## config.mk

```make
export PLATFORM = sky130hd
export DESIGN_NAME = alu_op_sequencer_flat
export DESIGN_NICKNAME = d
export VERILOG_FILES = /design/src/rtl/alu_op_sequencer_if.sv /design/src/rtl/alu_op_sequencer.sv /design/src/flat_wrapper.sv
export SDC_FILE = /design/constraint.sdc
export NUM_CORES = 1
export LEC_CHECK = 0
export CORE_MARGIN = 5
export CORE_UTILIZATION = 40
export CTS_CLUSTER_DIAMETER = 120
export CTS_CLUSTER_SIZE = 12
export DETAILED_ROUTE_END_ITERATION = 7
export PLACE_DENSITY = 0.69
export SLEW_MARGIN = 10
export SYNTH_ARGS = -nofsm -noshare
export SYNTH_HDL_FRONTEND = slang
export SYNTH_SLANG_ARGS = --single-unit
```

## constraint.sdc

```tcl
create_clock -name clk -period 6.8 [get_ports clk]
set_input_delay 1.7 -clock clk [delete_from_list [all_inputs] [get_ports clk]]
set_output_delay 1.7 -clock clk [all_outputs]
set_load 0.02 [all_outputs]
```

## src/rtl/alu_op_sequencer_if.sv

```systemverilog
// Request, response and ALU-side signal bundle for alu_op_sequencer.
// The slave modport is the sequencer; the master modport is the CPU stage or bench driving it.
interface alu_op_sequencer_if;
  logic        req_valid;
  logic        req_ready;
  logic [5:0]  req_funct;
  logic [31:0] req_a;
  logic [31:0] req_b;
  logic [2:0]  alu_ctrl;
  logic [31:0] alu_a;
  logic [31:0] alu_b;
  logic [31:0] alu_y;
  logic        rsp_valid;
  logic        rsp_ready;
  logic [31:0] rsp_data;
  logic        rsp_err;
  logic [31:0] hi;
  logic [31:0] lo;
  logic        busy;

  modport slave (
    input  req_valid, req_funct, req_a, req_b, alu_y, rsp_ready,
    output req_ready, alu_ctrl, alu_a, alu_b, rsp_valid, rsp_data, rsp_err, hi, lo, busy
  );

  modport master (
    output req_valid, req_funct, req_a, req_b, alu_y, rsp_ready,
    input  req_ready, alu_ctrl, alu_a, alu_b, rsp_valid, rsp_data, rsp_err, hi, lo, busy
  );
endinterface

```

## src/rtl/alu_op_sequencer.sv

```systemverilog
// Front-end controller for the ALU datapath: decodes MIPS funct codes, dispatches
// single-cycle ops to the external ALU and runs MULTU as a shift-add loop into Hi/Lo.
module alu_op_sequencer #(
  parameter int MUL_ITERS = 32
) (
  input  logic               clk,
  input  logic               reset,
  alu_op_sequencer_if.slave  bus
);
  localparam int CW = (MUL_ITERS > 1) ? $clog2(MUL_ITERS) : 1;
  localparam logic [CW-1:0] LAST_ITER = CW'(MUL_ITERS - 1);

  localparam logic [5:0] F_AND   = 6'd36;
  localparam logic [5:0] F_OR    = 6'd37;
  localparam logic [5:0] F_ADD   = 6'd32;
  localparam logic [5:0] F_SUB   = 6'd34;
  localparam logic [5:0] F_SLT   = 6'd42;
  localparam logic [5:0] F_MULTU = 6'd25;
  localparam logic [5:0] F_MFHI  = 6'd16;
  localparam logic [5:0] F_MFLO  = 6'd18;

  typedef enum logic [1:0] {IDLE, EXEC, MUL, RESP} state_t;

  state_t        state_reg, state_next;
  logic [31:0]   hi_reg, lo_reg, m_reg;
  logic [31:0]   alu_a_reg, alu_b_reg, rsp_data_reg;
  logic [2:0]    alu_ctrl_reg;
  logic          rsp_err_reg;
  logic [CW-1:0] cnt_reg;

  logic          accept;
  logic          alu_op;
  logic [2:0]    dec_ctrl;
  logic [32:0]   sum;
  logic          mul_last;

  always_comb begin
    dec_ctrl = 3'b000;
    alu_op   = 1'b1;
    case (bus.req_funct)
      F_AND:   dec_ctrl = 3'b000;
      F_OR:    dec_ctrl = 3'b001;
      F_ADD:   dec_ctrl = 3'b010;
      F_SUB:   dec_ctrl = 3'b110;
      F_SLT:   dec_ctrl = 3'b111;
      default: alu_op   = 1'b0;
    endcase
  end

  assign accept   = (state_reg == IDLE) && bus.req_valid;
  // One shift-add step: conditionally add the multiplicand to Hi, carry goes into the shift.
  assign sum      = {1'b0, hi_reg} + (lo_reg[0] ? {1'b0, m_reg} : 33'd0);
  assign mul_last = (cnt_reg == LAST_ITER);

  always_ff @(posedge clk or negedge reset) begin
    if (!reset) state_reg <= IDLE;
    else        state_reg <= state_next;
  end

  always_comb begin
    state_next = state_reg;
    case (state_reg)
      IDLE: begin
        if (bus.req_valid) begin
          if (alu_op)                       state_next = EXEC;
          else if (bus.req_funct == F_MULTU) state_next = MUL;
          else                              state_next = RESP;
        end
      end
      EXEC:    state_next = RESP;
      MUL:     if (mul_last) state_next = RESP;
      RESP:    if (bus.rsp_ready) state_next = IDLE;
      default: state_next = IDLE;
    endcase
  end

  always_ff @(posedge clk or negedge reset) begin
    if (!reset) begin
      hi_reg       <= '0;
      lo_reg       <= '0;
      m_reg        <= '0;
      alu_a_reg    <= '0;
      alu_b_reg    <= '0;
      alu_ctrl_reg <= 3'b000;
      rsp_data_reg <= '0;
      rsp_err_reg  <= 1'b0;
      cnt_reg      <= '0;
    end else begin
      case (state_reg)
        IDLE: begin
          if (accept) begin
            if (alu_op) begin
              alu_ctrl_reg <= dec_ctrl;
              alu_a_reg    <= bus.req_a;
              alu_b_reg    <= bus.req_b;
            end else if (bus.req_funct == F_MULTU) begin
              hi_reg  <= '0;
              lo_reg  <= bus.req_b;
              m_reg   <= bus.req_a;
              cnt_reg <= '0;
            end else if (bus.req_funct == F_MFHI) begin
              rsp_data_reg <= hi_reg;
              rsp_err_reg  <= 1'b0;
            end else if (bus.req_funct == F_MFLO) begin
              rsp_data_reg <= lo_reg;
              rsp_err_reg  <= 1'b0;
            end else begin
              rsp_data_reg <= '0;
              rsp_err_reg  <= 1'b1;
            end
          end
        end
        EXEC: begin
          rsp_data_reg <= bus.alu_y;
          rsp_err_reg  <= 1'b0;
        end
        MUL: begin
          hi_reg  <= sum[32:1];
          lo_reg  <= {sum[0], lo_reg[31:1]};
          cnt_reg <= cnt_reg + 1'b1;
          if (mul_last) begin
            rsp_data_reg <= {sum[0], lo_reg[31:1]};
            rsp_err_reg  <= 1'b0;
          end
        end
        default: ;
      endcase
    end
  end

  assign bus.req_ready = (state_reg == IDLE);
  assign bus.busy      = (state_reg != IDLE);
  assign bus.rsp_valid = (state_reg == RESP);
  assign bus.rsp_data  = rsp_data_reg;
  assign bus.rsp_err   = rsp_err_reg;
  assign bus.alu_ctrl  = alu_ctrl_reg;
  assign bus.alu_a     = alu_a_reg;
  assign bus.alu_b     = alu_b_reg;
  assign bus.hi        = hi_reg;
  assign bus.lo        = lo_reg;
endmodule

```

## src/flat_wrapper.sv

```systemverilog
// flat-port wrapper written by rule: the top's interface ports become plain ports
module alu_op_sequencer_flat 
#(
  parameter int MUL_ITERS = 32
)
  (clk, reset, bus_req_valid, bus_req_funct, bus_req_a, bus_req_b, bus_alu_y, bus_rsp_ready, bus_req_ready, bus_alu_ctrl, bus_alu_a, bus_alu_b, bus_rsp_valid, bus_rsp_data, bus_rsp_err, bus_hi, bus_lo, bus_busy);
  alu_op_sequencer_if bus_i ();
  input  logic clk;
  input  logic reset;
  input wire logic [$bits(bus_i.req_valid)-1:0] bus_req_valid;
  input wire logic [$bits(bus_i.req_funct)-1:0] bus_req_funct;
  input wire logic [$bits(bus_i.req_a)-1:0] bus_req_a;
  input wire logic [$bits(bus_i.req_b)-1:0] bus_req_b;
  input wire logic [$bits(bus_i.alu_y)-1:0] bus_alu_y;
  input wire logic [$bits(bus_i.rsp_ready)-1:0] bus_rsp_ready;
  output wire logic [$bits(bus_i.req_ready)-1:0] bus_req_ready;
  output wire logic [$bits(bus_i.alu_ctrl)-1:0] bus_alu_ctrl;
  output wire logic [$bits(bus_i.alu_a)-1:0] bus_alu_a;
  output wire logic [$bits(bus_i.alu_b)-1:0] bus_alu_b;
  output wire logic [$bits(bus_i.rsp_valid)-1:0] bus_rsp_valid;
  output wire logic [$bits(bus_i.rsp_data)-1:0] bus_rsp_data;
  output wire logic [$bits(bus_i.rsp_err)-1:0] bus_rsp_err;
  output wire logic [$bits(bus_i.hi)-1:0] bus_hi;
  output wire logic [$bits(bus_i.lo)-1:0] bus_lo;
  output wire logic [$bits(bus_i.busy)-1:0] bus_busy;
  assign bus_i.req_valid = bus_req_valid;
  assign bus_i.req_funct = bus_req_funct;
  assign bus_i.req_a = bus_req_a;
  assign bus_i.req_b = bus_req_b;
  assign bus_i.alu_y = bus_alu_y;
  assign bus_i.rsp_ready = bus_rsp_ready;
  assign bus_req_ready = bus_i.req_ready;
  assign bus_alu_ctrl = bus_i.alu_ctrl;
  assign bus_alu_a = bus_i.alu_a;
  assign bus_alu_b = bus_i.alu_b;
  assign bus_rsp_valid = bus_i.rsp_valid;
  assign bus_rsp_data = bus_i.rsp_data;
  assign bus_rsp_err = bus_i.rsp_err;
  assign bus_hi = bus_i.hi;
  assign bus_lo = bus_i.lo;
  assign bus_busy = bus_i.busy;
  alu_op_sequencer #(.MUL_ITERS(MUL_ITERS)) u_core (.clk(clk), .reset(reset), .bus(bus_i));
endmodule
```

# Yosys cells after proc, flatten, opt, wreduce, memory -nomap -nowiden
# Cells that the tools add are included.
# word_totals
regBits	203
inputBits	106
out_inout_bits	167
word_cells	78
# op_classes
n_addsub	2
n_eq_ne	19
muxes	35
bitwise	1
n_reduce_logical	11
# ops
cell	count
two-way mux 32 bit	13
case mux 32 bit (2 select lines)	2
case mux 32 bit (3 select lines)	1
adder 32 x 33 -> 33 bit	1
== test 6 bit, second input constant	5
== test 6 x 5 -> 1 bit, second input constant	3
two-way mux 5 bit	3
case mux 3 bit (4 select lines)	1
case mux 5 bit (2 select lines)	1
two-way mux 1 bit	8
two-way mux 2 bit	4
inequality test 2 bit, second input constant	4
case mux 2 bit (4 select lines)	1
AND reduction 4 bit	2
inequality test 2 x 1 -> 1 bit, second input constant	3
AND reduction 3 bit	2
adder 5 x 1 -> 5 bit, second input constant	1
== test 5 bit, second input constant	1
AND reduction 5 bit	1
OR reduction 5 bit	1
== test 2 bit, second input constant	2
nonzero test 2 bit	2
case mux 1 bit (3 select lines)	1
nonzero test 3 bit	1
other kinds (4)	4

# Depth between registers and ports, before layout
# Gate-level depths: netlist of the first run.
# logic_depth
ltp_word	7
mapped_depth	12
ltp_nobuf	11

# Worst setup path after synthesis of the first run
# OpenSTA, ideal clock, no wires.
# synth_path
path_type	input-to-reg
start	input bus_req_funct[1]
end	register u_core.lo_reg[0] (netlist: u_core.bus.lo[0])
setup_ps	127
arrival_time_ps	3207
required_time_ps	6673
path_slack_ps	3466
cell_stages	9
n_path_buf	3
path_cell_list	buf_2 -> nor2b_2 -> and3_1 -> nand3_1 -> and2_1 -> clkbuf_1 -> clkbuf_1 -> a222oi_1 -> inv_1
# synth_via
elab_chain_cells	5
word_cells_on_any_way	11
classes_between	eq/ne (8); mux (1); reduce/logical (2)
# synth_lines
element	line_no	rtl
from (decl)	flat_wrapper.sv:11	input wire logic [$bits(bus_i.req_funct)-1:0] bus_req_funct;
== test 6 bit	alu_op_sequencer.sv:40	case (bus.req_funct)
OR reduction 5 bit (no source line)	-	
two-way mux 1 bit	alu_op_sequencer.sv:40	
inequality test 2 bit (no source line)	-	
AND reduction 4 bit (no source line) (*)	-	
to (signal assigned)	alu_op_sequencer.sv:98	lo_reg <= bus.req_b;
to (signal assigned)	alu_op_sequencer.sv:119	lo_reg <= {sum[0], lo_reg[31:1]};
to (decl)	alu_op_sequencer.sv:25	logic [31:0] hi_reg, lo_reg, m_reg;
# Mark *: on every way between the ends. The rest lies on a longest branch, timed or not.
# A chain may end at the register's enable or synchronous reset.

# Worst setup path after layout of the first run
# layout_path
start	input bus_req_funct[2]
end	register u_core.lo_reg[10] (netlist: u_core.bus.lo[10])
# Same word-level chain as after synthesis.

==> impl_metrics.env, run 1 <==
export IMPL_clk_latency_ns=0.50
export IMPL_net_switching_power_mw=2.361
export IMPL_cp_arrival_ns=4.69
export IMPL_routed_top_layer="met4"
export IMPL_cp_required_ns=7.23
export IMPL_async_flop_share_pct=100.0
export IMPL_met1Wirelength_um=15570
export IMPL_grt_max_degree=79
export IMPL_cts_setup_buffers=0
export IMPL_cp_slowest_cell="and2_2"
export IMPL_drive_above_1_share_pct=11.69
export IMPL_switching_share_pct=40.90
export IMPL_placed_cell_area_um2=13880
export IMPL_dp_hpwl_um=24480
export IMPL_cts_buffer_depth=3
export IMPL_route_detailed_drc=0
export IMPL_h_tree_depth=1
export IMPL_antenna_found_initial=0
export IMPL_crit_chain="clkdlybuf4s50_1 > nor2b_1 > nand4_1 > a21bo_2 > and2_2 > a222oi_1 > inv_1"
export IMPL_vias=9303
export IMPL_totalWireLength_um=34010
export IMPL_grt_pass1_wl_um=53140
export IMPL_place_congestion=0.8937
export IMPL_slew_headroom_pct=29.95
export IMPL_cpPeakStageDelay_ns=0.88
export IMPL_io_pins=273
export IMPL_core_area_um2=26880
export IMPL_root_buffer="clkbuf_16"
export IMPL_grt_pass1_vias=9239
export IMPL_synth_edff_count=0
export IMPL_path_class="in -> reg"
export IMPL_cts_resized=0
export IMPL_period_share_pct=62.68
export IMPL_cp_max_fo=59
export IMPL_internal_power_mw=3.412
export IMPL_areaGrowthSynthToFinish_pct=32.22
export IMPL_max_freq_ghz=0.2346
export IMPL_synth_area_leaders="dfrtp_1, mux2_2, a21oi_1"
export IMPL_ys_warn_count=0
export IMPL_rows=60
export IMPL_ir_worst_vdd_v=0.0002399
export IMPL_place_ws_ns=2.042
export IMPL_worst_pin_slew_ns=1.051
export IMPL_cellLeakagePower_nw=6.478
export IMPL_setup_viol=0
export IMPL_first_iter_violations=739
export IMPL_synthFlopType="dfrtp_1"
export IMPL_clk_pin_slew_ns=0.06
export IMPL_start_kind="input port"
export IMPL_max_cap_violations=0
export IMPL_grt_usage_pct=21.31
export IMPL_nNetsFinal=1438
export IMPL_synth_top_cell_by_area="dfrtp_1"
export IMPL_wl_per_cell_um=20.82
export IMPL_ys_seq_area_share_pct=46.62
export IMPL_hold_viol=0
export IMPL_gr_total_overflow=0
export IMPL_pwr_share_seq_pct=34.5
export IMPL_cts_tree="built"
export IMPL_fin_setup_tns_ns=0
export IMPL_routed_wl_met3_um=2130
export IMPL_multiInputGateArea_um2=5394
export IMPL_numCtsBuffers=20
export IMPL_syn_num_nets=1208
export IMPL_wl_met2_um=15540
export IMPL_initial_utilization_pct=40.54
export IMPL_die_h_um=175.1
export IMPL_status="finished clean"
export IMPL_diodes=0
export IMPL_period_needed_ns=4.262
export IMPL_synth_area_um2=10900
export IMPL_final_area_um2=14410
export IMPL_worstPathBufferInverterCount=2
export IMPL_cts_sinks=203
export IMPL_seqCellArea_um2=5080
export IMPL_rsz0062_at_grt="no"
export IMPL_dr_pass1_iters=6
export IMPL_endpoint_kind="flip-flop"
export IMPL_port_buffers=272
export IMPL_die_x_um=175.1
export IMPL_syn_inst=1062
export IMPL_ys_seq_elements=203
export IMPL_powerDensity_nw_per_um2=400.7
export IMPL_pwr_share_comb_pct=48.2
export IMPL_die_area_um2=30640
export IMPL_maxSlewViolCount=0
export IMPL_n_fill_cell=2405
export IMPL_yosysTopAreaCellShare_pct=46.62
export IMPL_finalWorstSetupSlack_ns=2.538
export IMPL_yosysUniqueCellTypes=64
export IMPL_final_antenna_net_count=0
export IMPL_post_drt_via_cell_ratio=5.697
export IMPL_p_clk_share_pct=17.3
export IMPL_hp_class="reg -> reg"
export IMPL_syn_mean_instance_area_um2=10.26
export IMPL_hold_buffers=0
export IMPL_fin_skew_ns=0.01033
export IMPL_cp_top_family="simple AND/OR/NAND/NOR gates"
==> power by group through the flow <==
stage	clock network, mW	logic, mW	registers, mW
floorplan	0	1.16	2.37
global placement	0	2.75	1.99
detailed placement	0	2.79	2.01
CTS	1.02	2.80	1.99
global route	1.07	2.99	2.05
finish	0.997	2.78	1.99
==> final cells by class <==
cell class / count / share of cell area, %
Clock buffer: 22 / 3.673
Inverter: 48 / 1.251
Multi-Input combinational cell: 737 / 37.44
Sequential cell: 203 / 35.26
Tap cell: 341 / 2.961
Timing Repair Buffer: 282 / 19.42
==> worst paths after layout <==
check,end,slack (ns),cells after the start,startpoint
max,u_core.bus.lo[10],2.54,7,bus_req_funct[2]
min,u_core.m_reg[21],0.50,1,u_core.m_reg[21]
max reg2reg,u_core.bus.hi[31],3.16,11,u_core.bus.lo[0]
min reg2reg,u_core.m_reg[21],0.50,1,u_core.m_reg[21]
max in group asynchronous,u_core.cnt_reg[3],4.21,2,reset
min in group asynchronous,u_core.bus.alu_a[8],1.16,1,reset
==> worst register-to-register path, delay by kind of cell, from the launching register on <==
family,cells,cell delay (ns)
compound gates,5,1.29
flops,1,0.94
buf+inv,1,0.07
fa+ha+maj,2,0.63
simple gates,3,0.63
==> stage by stage <==
stage	hold slack, ns	cells	power [mW]	util [%]
after floorplan	0.4713	1062	3.534	-
after global placement	0.4641	1611	4.739	51.64
after detailed placement	0.4860	1611	4.802	51.64
after CTS	0.5001	1633	5.814	53.61
after global routing	0.5101	1633	6.111	53.61
final	0.4975	1633	5.774	53.61
==> synthesized netlist by cell type (3+ instances only) <==
cell type  instances
nor3_1            38
clkbuf_1          49
a31o_2             3
a211oi_1           3
dfrtp_1          203
o31ai_1            7
o21ai_0           47
nand3_1           36
a22o_1            32
a21o_1             5
nor2_1            53
a2111oi_0          3
inv_1             48
a222oi_1          32
buf_1             15
a21boi_1           3
mux2_2            96
ha_1              39
o211ai_1           6
xor2_1            11
buf_2             10
or3_1              3
mux2i_1           33
and3_1             9
o21bai_1          10
nand2b_1           6
nand3b_1           4
xnor2_1           11
and2_1            32
o21a_1             3
a21oi_1          108
nand4_1           10
nand2_1           55
nor2b_1            5
==> routing by layer <==
metal / vias up / global-route usage [%]
met3: 48 / 3.505
li1: 4358 / -
met4: 0 / 4.943
met5: - / 0
met1: 4567 / 30.41
met2: 330 / 34.19
==> placed cells by master, fill, tap and decap left out, drive strengths merged, types with 12 or more instances in the layout <==
master and instances:
buf 12, nand2 55, a22o 32, clkdlybuf4s50 270, clkbuf 22, nand3 36
dfrtp 203, inv 48, o21ai 49, a21oi 108, nor3 38, and2 32
mux2i 33, mux2 96, a222oi 32, nor2 53, ha 39
==> logic make-up (layout without fill, tap and decap cells) <==
group                      after synthesis  in the layout  share of synthesized area (%)
AOI/OAI and AO/OA                      287            287                          17.89
and+or+nand+nor                        259            259                          11.79
DFF                                    203            203                          46.62
muxes                                  129            129                          12.95
buffers and inverters                  122            352                          4.317
adders and majority gates               40             40                          4.662
xor gates and xnor gates                22             22                          1.768
Power figures use the tool's default switching activity.
==> run 2: changes to the inputs <==
- PLACE_DENSITY: 0.69 -> 0.72
- clock period: 6.8 -> 3.7 ns (I/O delays scaled with it)
==> run 2 against run 1 <==
Sequential power increased by 84%. Clock skew increased by 0.0038 ns. Clock-buffer cell count unchanged. Worst setup slack got worse by 2.0 ns. Largest cell class unchanged. Largest power group unchanged. Highest routed layer unchanged. Clock power increased by 83%.
==> impl_metrics.env, run 2 (synthesis gave the netlist of run 1 again) <==
export IMPL_wl_per_cell_um=20.47
export IMPL_grt_max_degree=98
export IMPL_route_detailed_drc=0
export IMPL_cp_arrival_ns=3.61
export IMPL_cts_setup_buffers=0
export IMPL_cp_top_family="compound AO/OA/AOI/OAI gates"
export IMPL_cp_slowest_cell="dfrtp_1"
export IMPL_first_iter_violations=903
export IMPL_max_cap_violations=0
export IMPL_fin_skew_ns=0.01412
export IMPL_final_antenna_net_count=0
export IMPL_final_cell_mix="clkdlybuf4s50_1, dfrtp_1, a21oi_1, mux2_2, nand2_1"
export IMPL_antenna_found_initial=0
export IMPL_worstPathBufferInverterCount=1
export IMPL_drive_above_1_share_pct=12.23
export IMPL_post_drt_via_cell_ratio=5.670
export IMPL_root_buffer="clkbuf_16"
export IMPL_hp_class="in -> async"
export IMPL_die_h_um=175.1
export IMPL_port_buffers=272
export IMPL_hold_buffers=0
export IMPL_total_power_mw=10.65
export IMPL_worst_pin_slew_ns=0.9855
export IMPL_grt_pass1_wl_um=52870
export IMPL_slew_headroom_pct=34.30
export IMPL_die_x_um=175.1
export IMPL_placed_cell_area_um2=13990
export IMPL_final_area_um2=14520
export IMPL_dr_pass1_iters=8
export IMPL_powerDensity_nw_per_um2=733.3
export IMPL_cts_resized=0
export IMPL_grt_usage_pct=21.20
export IMPL_clk_latency_ns=0.50
export IMPL_endpoint_kind="flip-flop"
export IMPL_max_freq_ghz=0.3119
export IMPL_maxSlewViolCount=0
export IMPL_gr_total_overflow=0
export IMPL_h_tree_depth=1
export IMPL_vias=9304
export IMPL_hold_viol=0
export IMPL_cts_sinks=203
export IMPL_core_area_um2=26880
export IMPL_cp_required_ns=4.10
export IMPL_cpPeakStageDelay_ns=0.70
export IMPL_grt_pass1_vias=9256
export IMPL_start_kind="flip-flop"
export IMPL_path_class="reg -> reg"
export IMPL_clk_pin_slew_ns=0.07
export IMPL_period_needed_ns=3.206
export IMPL_cellLeakagePower_nw=6.538
export IMPL_io_pins=273
export IMPL_n_fill_cell=2382
export IMPL_period_share_pct=86.66
export IMPL_cts_buffer_depth=3
export IMPL_totalWireLength_um=33600
export IMPL_nNetsFinal=1446
export IMPL_cp_max_fo=21
export IMPL_place_congestion=0.9006
export IMPL_rows=60
export IMPL_status="finished clean"
export IMPL_cts_tree="built"
export IMPL_areaGrowthSynthToFinish_pct=33.22
export IMPL_fin_setup_tns_ns=0
export IMPL_dp_hpwl_um=24770
export IMPL_crit_chain="and2_1 > ha_1 > inv_1 > fa_1 > nand2b_1 > a21o_4 > a32oi_2 > a221o_2 > a2111o_1 > nand4_1 > o31ai_1"
export IMPL_rsz0062_at_grt="no"
export IMPL_final_common_cell="clkdlybuf4s50_1"
export IMPL_setup_viol=0
export IMPL_ir_worst_vdd_v=0.0004727
export IMPL_numCtsBuffers=20
export IMPL_diodes=0
export IMPL_die_area_um2=30640
export IMPL_initial_utilization_pct=40.54
## run 2: final cells by class
class                           instances  area [um2]  area share [%]
Sequential cell                       203        5080           34.99
Timing Repair Buffer                  290        2907           20.02
Inverter                               48       180.2           1.241
Clock buffer                           22       529.3           3.646
Tap cell                              341       426.7           2.939
Multi-Input combinational cell        737        5394           37.16
## run 2: metrics by stage
stage / setup slack (ns) / cells / util (%) / hold WS, ns
floorplan: 0.8236 / 1062 / - / 0.4713
global placement: 0.4099 / 1619 / 52.04 / 0.4647
detailed placement: 0.3274 / 1619 / 52.04 / 0.4648
CTS: 0.4481 / 1641 / 54.01 / 0.4800
global route: 0.2380 / 1641 / 54.01 / 0.5020
finish: 0.4937 / 1641 / 54.01 / 0.4585
## run 2: final timing paths
check | to | depth (start not counted) | slack (ns) | startpoint
worst max-delay path | u_core.bus.hi[31] | 11 | 0.49 | u_core.bus.lo[0]
worst min-delay path | u_core.bus.hi[12] | 1 | 0.46 | reset
worst max register to register | u_core.bus.hi[31] | 11 | 0.49 | u_core.bus.lo[0]
worst min register to register | u_core.bus.alu_ctrl[0] | 2 | 0.48 | u_core.bus.alu_ctrl[0]
max in group asynchronous | u_core.m_reg[22] | 2 | 2.37 | reset
min in group clk | u_core.bus.alu_ctrl[0] | 2 | 0.48 | u_core.bus.alu_ctrl[0]
## run 2: metal layers
metal / vias to the layer above / share of wire, % / track usage, %
met5: - / 0 / 0
met4: 0 / 2.4 / 6.187
met3: 51 / 7.0 / 3.786
met2: 376 / 46 / 33.98
met1: 4508 / 44 / 29.57
li1: 4369 / - / -
## run 2: where the power goes
| part | switching (mW) | internal, mW | leakage [nW] |
|---|---|---|---|
| Combinational | 2.87 | 2.30 | 3.59 |
| Clock | 0.816 | 0.999 | 0.260 |
| Sequential | 0.643 | 3.02 | 2.69 |
==> run 3: changes to the inputs <==
- CAP_MARGIN: not set -> 30
==> results of run 3 <==
Same layout as run 2: the final DEF is identical, and so are final timing and power.
